$ cat src/rtl/sav_ioctl_upload.sv
// sav_ioctl_upload: streams the cartridge backup RAM to the HPS during an ioctl upload.
//
// The core is halted (sav_req/sav_ack) for the duration of the transfer. Each
// ioctl_rd byte request is served either from the backup RAM or with PAD.
// PAD is used when the address is beyond the RAM, or when the core never
// acknowledged the halt. A saturating byte counter detects a complete dump, so
// the dirty flag is only cleared by a full save.
//
// Optional feature: define SAV_CHECKSUM_EN to build a 16-bit running sum of
// every byte driven on ioctl_din; otherwise sav_sum is tied to zero.
//
// Ports:
//   clk_sys, reset_n          system clock, asynchronous active-low reset
//   ioctl_upload              high for the whole upload transfer
//   ioctl_rd, ioctl_addr      single-cycle byte request and its byte address
//   ioctl_din, ioctl_wait     returned byte, valid when ioctl_wait is low
//   sav_req, sav_ack          halt handshake with the system core
//   ram_addr, ram_rd, ram_q   backup RAM read port (RAM_LAT cycles latency)
//   sram_we                   core write strobe to backup RAM (sets dirty)
//   sav_dirty                 RAM modified since the last complete upload
//   status_err                sticky errors: [0] overrun, [1] halt timeout
//   sav_sum                   running byte checksum
module sav_ioctl_upload #(
   parameter int         AW      = 15,
   parameter int         RAM_LAT = 1,
   parameter logic [7:0] PAD     = 8'hFF,
   parameter int         HALT_TO = 1024
) (
   input  logic          clk_sys,
   input  logic          reset_n,
   input  logic          ioctl_upload,
   input  logic          ioctl_rd,
   input  logic [24:0]   ioctl_addr,
   output logic [7:0]    ioctl_din,
   output logic          ioctl_wait,
   output logic          sav_req,
   input  logic          sav_ack,
   output logic [AW-1:0] ram_addr,
   output logic          ram_rd,
   input  logic [7:0]    ram_q,
   input  logic          sram_we,
   output logic          sav_dirty,
   output logic [1:0]    status_err,
   output logic [15:0]   sav_sum
);

   localparam logic [2:0] S_IDLE    = 3'd0;
   localparam logic [2:0] S_HALT    = 3'd1;
   localparam logic [2:0] S_READY   = 3'd2;
   localparam logic [2:0] S_FETCH   = 3'd3;
   localparam logic [2:0] S_RELEASE = 3'd4;
   localparam int         TW        = $clog2(HALT_TO + 1);

   logic [2:0]    state_q, state_d;
   logic [7:0]    ioctl_din_q, ioctl_din_d;
   logic          ioctl_wait_q, ioctl_wait_d;
   logic          sav_req_q, sav_req_d;
   logic [AW-1:0] ram_addr_q, ram_addr_d;
   logic          ram_rd_q, ram_rd_d;
   logic [AW:0]   cnt_q, cnt_d;
   logic [1:0]    status_err_q, status_err_d;
   logic          pad_q, pad_d;
   logic [2:0]    lat_q, lat_d;
   logic [TW-1:0] to_q, to_d;
   logic          sav_dirty_q, sav_dirty_d;
   logic          upload_q;
   logic          in_range, abort;
`ifdef SAV_CHECKSUM_EN
   logic [15:0]   sav_sum_q, sav_sum_d;
`endif

   assign in_range = (ioctl_addr >> AW) == 25'd0;
   // Upload dropping in any active state aborts the transfer at once.
   assign abort = (state_q == S_HALT || state_q == S_READY || state_q == S_FETCH) && !ioctl_upload;

   always_comb begin
      state_d      = state_q;
      ioctl_din_d  = ioctl_din_q;
      ioctl_wait_d = ioctl_wait_q;
      sav_req_d    = sav_req_q;
      ram_addr_d   = ram_addr_q;
      ram_rd_d     = 1'b0;
      cnt_d        = cnt_q;
      status_err_d = status_err_q;
      pad_d        = pad_q;
      lat_d        = lat_q;
      to_d         = to_q;
`ifdef SAV_CHECKSUM_EN
      sav_sum_d    = sav_sum_q;
`endif
      if (abort) begin
         state_d      = S_RELEASE;
         ioctl_wait_d = 1'b0;
         sav_req_d    = 1'b0;
      end else begin
         case (state_q)
            S_IDLE: begin
               if (ioctl_upload && !upload_q) begin
                  state_d      = S_HALT;
                  sav_req_d    = 1'b1;
                  ioctl_wait_d = 1'b1;
                  cnt_d        = '0;
                  status_err_d = 2'b00;
                  pad_d        = 1'b0;
                  to_d         = '0;
`ifdef SAV_CHECKSUM_EN
                  sav_sum_d    = 16'h0000;
`endif
               end
            end
            S_HALT: begin
               if (ioctl_rd) status_err_d[0] = 1'b1;
               if (sav_ack) begin
                  state_d      = S_READY;
                  ioctl_wait_d = 1'b0;
               end else if (to_q == TW'(HALT_TO - 1)) begin
                  // Core never released the RAM: serve the rest of this upload as PAD.
                  state_d         = S_READY;
                  ioctl_wait_d    = 1'b0;
                  status_err_d[1] = 1'b1;
                  pad_d           = 1'b1;
               end else begin
                  to_d = to_q + TW'(1);
               end
            end
            S_READY: begin
               if (ioctl_rd && !pad_q && in_range) begin
                  state_d      = S_FETCH;
                  ram_addr_d   = ioctl_addr[AW-1:0];
                  ram_rd_d     = 1'b1;
                  ioctl_wait_d = 1'b1;
                  lat_d        = 3'd0;
               end else if (ioctl_rd) begin
                  ioctl_din_d = PAD;
`ifdef SAV_CHECKSUM_EN
                  sav_sum_d   = sav_sum_q + {8'h00, PAD};
`endif
               end
            end
            S_FETCH: begin
               if (ioctl_rd) status_err_d[0] = 1'b1;
               if (lat_q == 3'(RAM_LAT)) begin
                  state_d      = S_READY;
                  ioctl_din_d  = ram_q;
                  ioctl_wait_d = 1'b0;
                  cnt_d        = cnt_q[AW] ? cnt_q : cnt_q + (AW+1)'(1);
`ifdef SAV_CHECKSUM_EN
                  sav_sum_d    = sav_sum_q + {8'h00, ram_q};
`endif
               end else begin
                  lat_d = lat_q + 3'd1;
               end
            end
            S_RELEASE: state_d = S_IDLE;
            default:   state_d = S_IDLE;
         endcase
      end
      // A core write in the same cycle as a completed-upload clear must win.
      sav_dirty_d = sram_we ? 1'b1 : (abort && cnt_q[AW]) ? 1'b0 : sav_dirty_q;
   end

   always_ff @(posedge clk_sys or negedge reset_n) begin
      if (!reset_n) begin
         state_q      <= S_IDLE;
         ioctl_din_q  <= 8'h00;
         ioctl_wait_q <= 1'b0;
         sav_req_q    <= 1'b0;
         ram_addr_q   <= '0;
         ram_rd_q     <= 1'b0;
         cnt_q        <= '0;
         status_err_q <= 2'b00;
         pad_q        <= 1'b0;
         lat_q        <= 3'd0;
         to_q         <= '0;
         sav_dirty_q  <= 1'b0;
         upload_q     <= 1'b0;
      end else begin
         state_q      <= state_d;
         ioctl_din_q  <= ioctl_din_d;
         ioctl_wait_q <= ioctl_wait_d;
         sav_req_q    <= sav_req_d;
         ram_addr_q   <= ram_addr_d;
         ram_rd_q     <= ram_rd_d;
         cnt_q        <= cnt_d;
         status_err_q <= status_err_d;
         pad_q        <= pad_d;
         lat_q        <= lat_d;
         to_q         <= to_d;
         sav_dirty_q  <= sav_dirty_d;
         upload_q     <= ioctl_upload;
      end
   end

`ifdef SAV_CHECKSUM_EN
   always_ff @(posedge clk_sys or negedge reset_n) begin
      if (!reset_n) sav_sum_q <= 16'h0000;
      else          sav_sum_q <= sav_sum_d;
   end
   assign sav_sum = sav_sum_q;
`else
   assign sav_sum = 16'h0000;
`endif

   assign ioctl_din  = ioctl_din_q;
   assign ioctl_wait = ioctl_wait_q;
   assign sav_req    = sav_req_q;
   assign ram_addr   = ram_addr_q;
   assign ram_rd     = ram_rd_q;
   assign sav_dirty  = sav_dirty_q;
   assign status_err = status_err_q;

endmodule

$ cat config.mk
export PLATFORM = sky130hd
export DESIGN_NAME = sav_ioctl_upload
export DESIGN_NICKNAME = d
export VERILOG_FILES = /design/src/rtl/sav_ioctl_upload.sv
export SDC_FILE = /design/constraint.sdc
export NUM_CORES = 1
export LEC_CHECK = 0
export CAP_MARGIN = 30
export CORE_MARGIN = 2
export CORE_UTILIZATION = 30
export DETAILED_ROUTE_END_ITERATION = 6
export PLACE_DENSITY = 0.55
export SLEW_MARGIN = 10
export SYNTH_ARGS = -nofsm -noshare
export SYNTH_HDL_FRONTEND = slang
export SYNTH_SLANG_ARGS = --single-unit
$ cat constraint.sdc
create_clock -name clk_sys -period 4.7 [get_ports clk_sys]
set_clock_uncertainty 0.1 [all_clocks]
set_input_delay 0.705 -clock clk_sys [delete_from_list [all_inputs] [get_ports clk_sys]]
set_output_delay 0.705 -clock clk_sys [all_outputs]
set_load 0.01 [all_outputs]
# Word-level counts from Yosys, hierarchy flattened
# Cells that the tools add are included.
# totals
output_inout_bits,45
input_bits,39
word_cells,115
ff_bits,64
# classes
bitwise_logic,1
eq_ne,20
addsub,3
mux,44
n_reduce_logical,32
# op_table
op,n
16-bit two-way mux,3
11-bit two-way mux,3
16-bit one-hot mux with 2 select lines,1
25-bit zero test,1
5-bit AND reduction,5
3-bit two-way mux,8
8-bit two-way mux,3
11-bit one-hot mux with 2 select lines,1
1-bit two-way mux,17
"16-bit by 1-bit adder with 16-bit output, second input constant",1
8-bit one-hot mux with 2 select lines,1
4-bit AND reduction,4
"2-bit inequality test, second input constant",7
2-bit nonzero test,7
3-bit one-hot mux with 4 select lines,1
"11-bit by 1-bit adder with 11-bit output, second input constant",1
"11-bit by 10-bit == test with 1-bit output, second input constant",1
"2-bit by 1-bit inequality test with 1-bit output, second input constant",4
"3-bit by 1-bit == test with 1-bit output, second input constant",2
"3-bit by 2-bit == test with 1-bit output, second input constant",2
"3-bit by 2-bit inequality test with 1-bit output, second input constant",2
1-bit one-hot mux with 2 select lines,3
3-bit one-hot mux with 2 select lines,1
1-bit logical AND,5
13 further kinds,16

# Longest topological paths before layout
# Gate-level depths: netlist of run 1.
# logic_depth
ltp_word,7
mapped_depth,8

# Worst setup path before layout of run 1
# No wires, ideal clock.
# synth_path
path_type,in2reg
startpoint,input port ioctl_addr[19]
endpoint,"register ram_addr_q[10], in the netlist ram_addr[10]"
path_buffers,1
required_ps,4475
stages,5
t_arrival_ps,2135
setup_ps,125
path_slack_ps,2340
cell_sequence,nor4_1 nand3_1 nor2_1 buf_4 mux2_2
# synth_between
elab_chain_cells,3
# synth_rtl
element,line,text
start: declaration,33,"input logic [24:0] ioctl_addr,"
25-bit zero test,72,assign in_range = (ioctl_addr >> AW) == 25'd0;
1-bit logical AND,127,if (ioctl_rd && !pad_q && in_range) begin
3-bit AND reduction (no line),--,
end signal: assignment,182,ram_addr_q <= ram_addr_d;
end: declaration,58,"logic [AW-1:0] ram_addr_q, ram_addr_d;"
# No other way between the ends.
# A chain may end at the register's enable or synchronous reset.

# Final worst setup path of run 1
# layout_path
startpoint,input port ioctl_upload
endpoint,register cnt_q[12]
# layout_between
elab_chain_cells,4
# layout_rtl
element,line,text
start: declaration,31,"input logic ioctl_upload,"
branches (longest 3 deep; another with 2-bit inequality test),--,
5-bit AND reduction (no line) *,--,
end signal: assignment,184,cnt_q <= cnt_d;
end: declaration,60,"logic [AW:0] cnt_q, cnt_d;"
# Every way passes the cells marked *.

==> results.cfg, run 1 <==
[outcome]
status = complete, no violations

[global_routing]
grt_usage = 0.134
grt_pass1_wl_um = 12400
grt_pass1_vias = 2568
grt-busiest-layer = met2
grtUsageMet2 = 0.212
grt_use_met3 = 0.0350
antenna_found_initial = 0
grt_max_degree = 33
grt_overflow = 0
met1_usage = 0.178

[yosys]
ys_ff_latch = 63
avgSynthCellArea_um2 = 10.1
yosysWarnings = 0
yosysTopAreaCell = dfrtp_1
synthCells = 323
synthTopCellsByArea = dfrtp_1 48%, mux2_2 5.5%, buf_4 4.4%, mux2i_1 4.3%, nand3_1 3.4%
seq_area_frac_synth = 0.483
async_reset_ff_frac = 1.00
syn-cell-area_mm2 = 0.00327
synthDistinctLibCells = 51
synth_ff_type = dfrtp_1
synth_edf_count = 0
synth_top_area_frac = 0.483

[final_layout]
drive_above_1_share = 0.0964
areaGrowthSynthToFinish_pct = 28.1
antenna_cells = 0
num-fill-cells = 1129
stdcell_count = 534
nets = 432
fin_area_mm2 = 0.00418

[setup_path]
r2r-end = cnt_q[12]
crit_arrival_ps = 2940
reg2reg_depth = 4
startpoint = ioctl_upload
cp_max_fo = 16
required_ps = 4860
reg2reg_from = state_q[0]
ff2ff_setup_slack_ps = 2360
crit_path_start_kind = input pin
end_kind = flip-flop
crit_type = input pin to flip-flop

[place]
place_area_mm2 = 0.00399
port_buffers = 67
dpl_worst_slack_ps = 1560
gp_congestion = 0.776
dp_hpwl_um = 5170
dpl.cell_count = 518

[detailed_routing]
routed_wirelength_um = 7250
vias_per_cell = 4.89
drt-pass1-iter-count = 4
vias = 2610
drc = 0
wl_per_cell_um = 13.6
drt_iter0_drc = 119
drtAntennaViolNets = 0

[clock_network]
cts_tree = built
cts_inserted_buffers = 9
clk_pin_slew_worst_paths_ps = 70
root_buffer = clkbuf_8
cts_setup_buffers = 0
htreeDepth = 3
cts-resized-gates = 0
holdBufCountCts = 0
clockBufferDepth = 2
clock-sinks = 63
clk_latency_ps = 340

[sta]
tightest_slew_ps = 970
max_freq_mhz = 359
worst_slack_ps = 1920
maxSlewViolCount = 0
finalHoldViolations = 0
min_period_ps = 2780
finalCritPeriodShare = 0.592
finalSetupViolations = 0
grt_setup_unrepaired = no
tns_ps = 0
slew_headroom = 0.348

[job]
max_cap_violations = 0

[hold_path]
hold_class = input pin to async pin

[floorplan]
coreArea_mm2 = 0.0107
die_h_um = 108
start_util = 0.304
die_area_mm2 = 0.0117
boundaryPins = 84
die_w_um = 108
num_rows = 38

[power_and_ir_drop]
leakage_nw = 1.84
vdd_ir_drop_max_uv = 155
pwr_density_cell_mw_per_mm2 = 361
[area by class of cell]
type | instances | area, µm² | share of cell area
clock buffers | 9 | 124 | 0.0296
clock inverters | 7 | 72.6 | 0.0173
inverters | 20 | 75.1 | 0.0179
multi-input cells | 226 | 1480 | 0.354
flip-flops and latches | 63 | 1580 | 0.377
well taps | 140 | 175 | 0.0419
repair buffers | 69 | 681 | 0.163
[per-stage QoR]
step	hold WS [ps]	power [mW]	util
floorplan	309	0.919	-
global placement	366	1.05	0.370
detailed placement	380	1.05	0.371
CTS	343	1.53	0.389
global route	371	1.61	0.389
finish	314	1.51	0.389
[cells by family after synthesis]
family | share of synthesized area
AOI/OAI and AO/OA | 0.108
xor gates and xnor gates | 0.00804
adders and majority gates | 0.0153
buffers and inverters | 0.0816
DFF | 0.483
muxes | 0.0980
other | 0.00115
and+or+nand+nor | 0.205
[how the worst max path moves through the flow]
stage                              end  cells after the start
after floorplan           ram_addr[10]                      5
after global placement    ram_addr[11]                      5
after detailed placement     cnt_q[11]                      5
after CTS                    cnt_q[12]                      5
after global routing         cnt_q[12]                      5
final                        cnt_q[12]                      5
[report_power, final]
part | leakage, nW | internal, mW | switching (mW)
Sequential | 0.815 | 0.610 | 0.0888
Clock | 0.0956 | 0.245 | 0.226
Combinational | 0.932 | 0.166 | 0.175
Total | 1.84 | 1.02 | 0.489
[state kept, by name (all words and copies together) (netlist names)]
name / flops
sav_req: 1
pad_q: 1
state_q: 3
ioctl_din: 8
sav_dirty: 1
ioctl_wait: 1
status_err: 1
lat_q: 3
upload_q: 1
to_q: 11
ram_rd: 1
ram_addr: 15
cnt_q: 16
[metal layers]
| metal | wire, µm | up-vias |
|---|---|---|
| li1 | - | 1276 |
| met1 | 3500 | 1264 |
| met2 | 3320 | 64 |
| met3 | 357 | 6 |
| met4 | 71 | 0 |
| met5 | 0 | - |
[Yosys cell counts (6+ instances only)]
| cell | number |
|---|---|
| mux2_2 | 16 |
| o21ai_0 | 8 |
| nor3_1 | 11 |
| buf_4 | 19 |
| mux2i_1 | 14 |
| inv_1 | 20 |
| or4_1 | 7 |
| dfrtp_1 | 63 |
| nor2_1 | 25 |
| nand2_1 | 18 |
| o31ai_1 | 6 |
| clkbuf_1 | 6 |
| a21oi_1 | 11 |
| nor4_1 | 7 |
| nand3_1 | 22 |
| o211ai_1 | 6 |
[worst max-delay path, cell delays in order]
cell and delay, ps:
clkdlybuf4s50_1 710, nand4b_4 200, or3_1 580, or4_1 580, a21oi_1 150
[placed cells by master (no fill, tap or decap), types with 2 or more instances in the layout]
master and count:
clkdlybuf4s50_1 66, dfrtp_1 63, nor2_1 25, nand3_1 22, inv_1 20, nand2_1 18
mux2_2 16, conb_1 16, mux2i_1 14, nor3_1 11, a21oi_1 11, clkbuf_8 9
o21ai_0 8, nor4_1 7, or4_1 7, o31ai_1 6, o211ai_1 6, and3_1 4
nor3b_1 4, nand4_1 4, ha_1 4, o311ai_0 3, nand2b_1 3, nor2b_1 3
nor4b_1 2, and4_1 2, or3_1 2, o2111ai_1 2, xor2_1 2, a21o_1 2
a31oi_1 2, a22o_1 2, a41oi_1 2, clkinv_2 2, clkinvlp_4 2, buf_4 2
Note: power is estimated with default switching activity, not from simulation.
==> run 2, diff against run 1 <==
==> constraint.sdc (replaced) <==
create_clock -name clk_sys -period 2.73 [get_ports clk_sys]
set_clock_uncertainty 0.1 [all_clocks]
set_input_delay 0.4095 -clock clk_sys [delete_from_list [all_inputs] [get_ports clk_sys]]
set_output_delay 0.4095 -clock clk_sys [all_outputs]
set_load 0.01 [all_outputs]
==> run 2 against run 1 <==
- final area rose by 2.5%
- clock power increased by 95%
- first-iteration DRC count decreased by 53%
- sequential power is 72% higher
- register-to-register slack got worse by 1800 ps
- core utilization increased by 0.95 points
- setup slack got worse by 1400 ps
- sequential share of layout area shrank 0.90 points
- clock-buffer cell count grew 4
- final cell count is 1.9% higher
- global-route usage barely moved
- highest routed layer unchanged
==> results.cfg, run 2 (same netlist as run 1, synthesis figures left out) <==
[outcome]
status = complete, no violations

[detailed_routing]
drtAntennaViolNets = 0
routed_wirelength_um = 7400
drt-pass1-iter-count = 4
vias = 2677
wl_per_cell_um = 13.6
vias_per_cell = 4.92
drc = 0
drt_iter0_drc = 56

[final_layout]
regMostFlops = cnt_q
final_common_cell = clkdlybuf4s50_1
fin_area_mm2 = 0.00429
drive_above_1_share = 0.114
num-fill-cells = 1059
largest_reg_flops = 16
antenna_cells = 0
utilization = 0.399
areaGrowthSynthToFinish_pct = 31.2
nets = 442
most-common-layout-cells = 66 x clkdlybuf4s50_1, 63 x dfrtp_1, 25 x nor2_1

[clock_network]
holdBufCountCts = 0
root_buffer = clkbuf_8
cts_inserted_buffers = 9
cts_setup_buffers = 0
clk_latency_ps = 340
clockBufferDepth = 2
clk_pin_slew_worst_paths_ps = 70
cts_tree = built
cts-resized-gates = 0
htreeDepth = 3
clock-sinks = 63

[setup_path]
crit_path_start_kind = flip-flop
crit_end = cnt_q[12]
reg2reg_depth = 6
slowest_stage = or4_1
startpoint = lat_q[1]
reg2reg_from = lat_q[1]
slowest_delay_ps = 560
r2r-end = cnt_q[12]
cp_max_fo = 11
required_ps = 2890
crit_arrival_ps = 2340
ff2ff_setup_slack_ps = 560
end_kind = flip-flop
crit_chain = inv_1 -> ha_1 -> nand2b_1 -> or3_1 -> or4_1 -> a21oi_1
crit_type = flip-flop to flip-flop

[floorplan]
coreArea_mm2 = 0.0107
die_area_mm2 = 0.0117
boundaryPins = 84
start_util = 0.304
num_rows = 38
die_w_um = 108
die_h_um = 108

[place]
dpl_worst_slack_ps = 244
port_buffers = 67
gp_congestion = 0.749
dp_hpwl_um = 5200
place_area_mm2 = 0.00406

[sta]
tightest_slew_ps = 814
finalSetupViolations = 0
maxSlewViolCount = 0
slew_headroom = 0.458
min_period_ps = 2170
max_freq_mhz = 460
worst_slack_ps = 557
tns_ps = 0
grt_setup_unrepaired = no
finalHoldViolations = 0
finalCritPeriodShare = 0.796

[global_routing]
grt_pass1_vias = 2671
grt_overflow = 0
grt_pass1_wl_um = 12300
grt_usage = 0.134
grt_max_degree = 64
antenna_found_initial = 0

[power_and_ir_drop]
p_comb_frac = 0.226
vdd_ir_drop_max_uv = 359
pwr_density_cell_mw_per_mm2 = 639
switchingPower_mw = 0.815
p_int_mw = 1.92
seqPwrFrac = 0.438
leakage_nw = 1.91
switching_share = 0.298
clkPwrFrac = 0.336

[hold_path]
hold_class = input pin to async pin

[job]
max_cap_violations = 0
-- run 2: cell count changes in the layout (fill, tap and decap cells not counted) --
cell	before	now
clkinv_2	2	1
clkinv_4	1	0
bufinv_16	1	2
clkbuf_1	0	2
inv_6	1	0
clkbuf_8	9	11
buf_4	2	12
clkinvlp_4	2	0
-- run 2: through the flow --
| step | power, mW | instances | hold WS (ps) |
|---|---|---|---|
| floorplan | 1.58 | 338 | 13.9 |
| global placement | 1.83 | 528 | 370 |
| detailed placement | 1.84 | 528 | 376 |
| CTS | 2.78 | 544 | 186 |
| global route | 2.91 | 544 | 221 |
| finish | 2.74 | 544 | 138 |
-- run 2: power by group through the flow --
stage	Combinational [mW]	Clock (mW)	Sequential, mW
after global placement	0.620	0	1.21
final	0.619	0.919	1.20
after detailed placement	0.627	0	1.21
after floorplan	0.410	0	1.17
after CTS	0.629	0.951	1.20
after global routing	0.696	0.994	1.22
-- run 2: layer usage --
layer	part of all wire	track usage	wire length, µm
met2	0.48	0.221	3590
met3	0.049	0.0452	365
met4	0.015	0.0504	108
met5	0	0	0
met1	0.45	0.161	3340
-- run 2: worst max-delay path: cells and delay by family (launching register included) --
family          cells  cell delay (ps)
simple gates        3             1240
buf+inv             1               70
flops               1              380
compound gates      1              140
fa+ha+maj           1              170
-- run 2: layout make-up --
cell class / count / area [µm²] / share of cell area
repair buffers: 79 / 756 / 0.176
clock inverters: 3 / 65.1 / 0.0152
inverters: 20 / 75.1 / 0.0175
multi-input cells: 226 / 1480 / 0.345
flip-flops and latches: 63 / 1580 / 0.368
well taps: 140 / 175 / 0.0409
clock buffers: 13 / 159 / 0.0371
-- run 2: worst min path at each step --
stage / depth (start not counted) / slack (ps) / to / startpoint
6_report: 2 / 140 / cnt_q[9] / reset_n
5_1_grt: 2 / 220 / cnt_q[7] / reset_n
4_1_cts: 2 / 190 / ram_addr[0] / reset_n
3_5_place_dp: 1 / 380 / sav_dirty / sav_dirty
3_3_place_gp: 1 / 370 / sav_dirty / sav_dirty
2_1_floorplan: 0 / 10 / cnt_q[0] / reset_n
==> run 3, diff against run 2 <==
--- a/config.mk
+++ b/config.mk
@@ -9,7 +9,7 @@
 export CORE_MARGIN = 2
 export CORE_UTILIZATION = 30
 export DETAILED_ROUTE_END_ITERATION = 6
-export PLACE_DENSITY = 0.55
+export PLACE_DENSITY = 0.56
 export SLEW_MARGIN = 10
 export SYNTH_ARGS = -nofsm -noshare
 export SYNTH_HDL_FRONTEND = slang
==> constraint.sdc (replaced) <==
create_clock -name clk_sys -period 1.82 [get_ports clk_sys]
set_clock_uncertainty 0.1 [all_clocks]
set_input_delay 0.273 -clock clk_sys [delete_from_list [all_inputs] [get_ports clk_sys]]
set_output_delay 0.273 -clock clk_sys [all_outputs]
set_load 0.01 [all_outputs]
==> run 3 against run 2 <==
- the flow now finishes with violations (setup timing)
- die area stayed put
- via count up 7.6%
- clock-buffer cell count shrank 1
- setup slack got worse by 580 ps
- non-clock buffer count grew 49
- highest routed layer unchanged
- critical endpoint is now cnt_q[7]
- sequential power up 44%
- final cell count grew 8.8%
- register-to-register slack got worse by 580 ps
- critical path depth stayed put
- sequential share of layout area fell by 5.1 points
==> results.cfg, run 3 (same netlist as run 1, synthesis figures left out) <==
[power_and_ir_drop]
total_power_mw = 4.82
pwr_density_cell_mw_per_mm2 = 966
vdd_ir_drop_max_uv = 506
leakage_nw = 2.29

[sta]
maxSlewViolCount = 0
grt_setup_unrepaired = yes
finalSetupViolations = 4
worst_slack_ps = -20.8
tns_ps = -45.0
finalCritPeriodShare = 1.01
finalHoldViolations = 0
max_freq_mhz = 543
min_period_ps = 1840

[place]
dp_hpwl_um = 5860
port_buffers = 67
dpl.cell_count = 571
gp_congestion = 0.811

[hold_path]
hold_class = input pin to flip-flop
hold_path_end = upload_q
min_from = ioctl_upload
hold_depth = 2

[final_layout]
antenna_cells = 0
most-common-layout-cells = 62 x dfrtp_1, 60 x clkdlybuf4s50_1, 53 x buf_4
utilization = 0.464
drive_above_1_share = 0.281
stdcell_count = 592
areaGrowthSynthToFinish_pct = 52.7
final_common_cell = dfrtp_1
regMostFlops = cnt_q
largest_reg_flops = 16
nets = 491

[detailed_routing]
drc = 0
vias_per_cell = 4.86
drtAntennaViolNets = 0
vias = 2880
wl_per_cell_um = 14.1
routed_wirelength_um = 8370
drt_iter0_drc = 125
drt-pass1-iter-count = 4

[global_routing]
grt_pass1_vias = 2790
antenna_found_initial = 0
grt_usage = 0.144
grt_overflow = 0
grt_pass1_wl_um = 13200
grt_max_degree = 25

[floorplan]
die_w_um = 108
boundaryPins = 84
start_util = 0.304
die_area_mm2 = 0.0117
coreArea_mm2 = 0.0107
num_rows = 38
die_h_um = 108

[setup_path]
required_ps = 1920
crit_chain = inv_2 -> ha_4 -> nand2b_4 -> or3_4 -> o311ai_0 -> nand3_1
crit_arrival_ps = 1940
r2r-end = cnt_q[7]
ff2ff_setup_slack_ps = -20
crit_type = flip-flop to flip-flop
slowest_delay_ps = 410
reg2reg_from = lat_q[1]
cp_max_fo = 8
reg2reg_depth = 6
end_kind = flip-flop
slowest_stage = or3_4
crit_path_start_kind = flip-flop

[outcome]
status = complete, but fails checks
violations = setup timing

[clock_network]
clockBufferDepth = 2
htreeDepth = 3
cts_inserted_buffers = 9
clk_pin_slew_worst_paths_ps = 70
clock-sinks = 63
root_buffer = clkbuf_8
clk_latency_ps = 340
cts_tree = built

[job]
max_cap_violations = 0
-- run 3: cell types whose count changed in the layout (fill, tap and decap cells not counted), sizes merged --
cell and change:
bufinv +1, clkdlybuf4s50 -6, clkbuf -1, dlygate4sd3 +1
clkinv -1, dlymetal6s2s +6, buf +48
-- run 3: critical path, delay by kind of cell, from the launching register on --
kind	cells	cell delay [ps]
AO/OA/AOI/OAI	1	390
adder cells (fa/ha/maj)	1	150
buffers and inverters	1	80
flip-flops	1	390
AND/OR/NAND/NOR	3	580
-- run 3: layout make-up --
cell class / instances / area (µm²)
Clock buffer: 12 / 155
Clock inverter: 3 / 90.1
Fill cell: 1044 / 5760
Inverter: 20 / 75.1
Multi-Input combinational cell: 226 / 1710
Sequential cell: 63 / 1580
Tap cell: 140 / 175
Timing Repair Buffer: 128 / 1200
-- run 3: how the worst max path moves through the flow --
stage | startpoint | end | cells past startpoint
after floorplan | state_q[2] | cnt_q[10] | 6
after global placement | ioctl_upload | cnt_q[11] | 5
after detailed placement | ioctl_upload | cnt_q[11] | 5
after CTS | lat_q[1] | cnt_q[9] | 6
after global routing | lat_q[1] | cnt_q[9] | 6
final | lat_q[1] | cnt_q[7] | 6
-- run 3: timing repair --
item / in CTS / in global routing
resized for setup: 6 / 46
hold endpoints to repair: 17 / 0
hold buffers: 1 / 0
endpoints found under the setup margin: 26 / 50
pin swaps: 10 / 14
buffers inserted: 4 / 2
gates cloned: 0 / 0
-- run 3: metrics by stage --
step	cell area [µm²]	hold slack (ps)	setup slack, ps
detailed placement	4470	173	-459
global route	4990	228	-59.5
CTS	4780	345	-86.6
global placement	4470	170	-421
finish	4990	251	-20.8
floorplan	3360	-123	-104
-- run 3: layer usage --
layer / wire [µm] / vias up / track usage
met5: 0 / - / 0
met4: 123 / 0 / 0.0540
met3: 413 / 13 / 0.0404
met2: 4150 / 83 / 0.235
met1: 3680 / 1399 / 0.182
li1: - / 1385 / -
-- run 3: where the power goes --
part           internal (mW)  switching [mW]
logic                  0.845           0.724
clock network          0.979           0.540
registers               1.58           0.149
total                   3.40            1.41
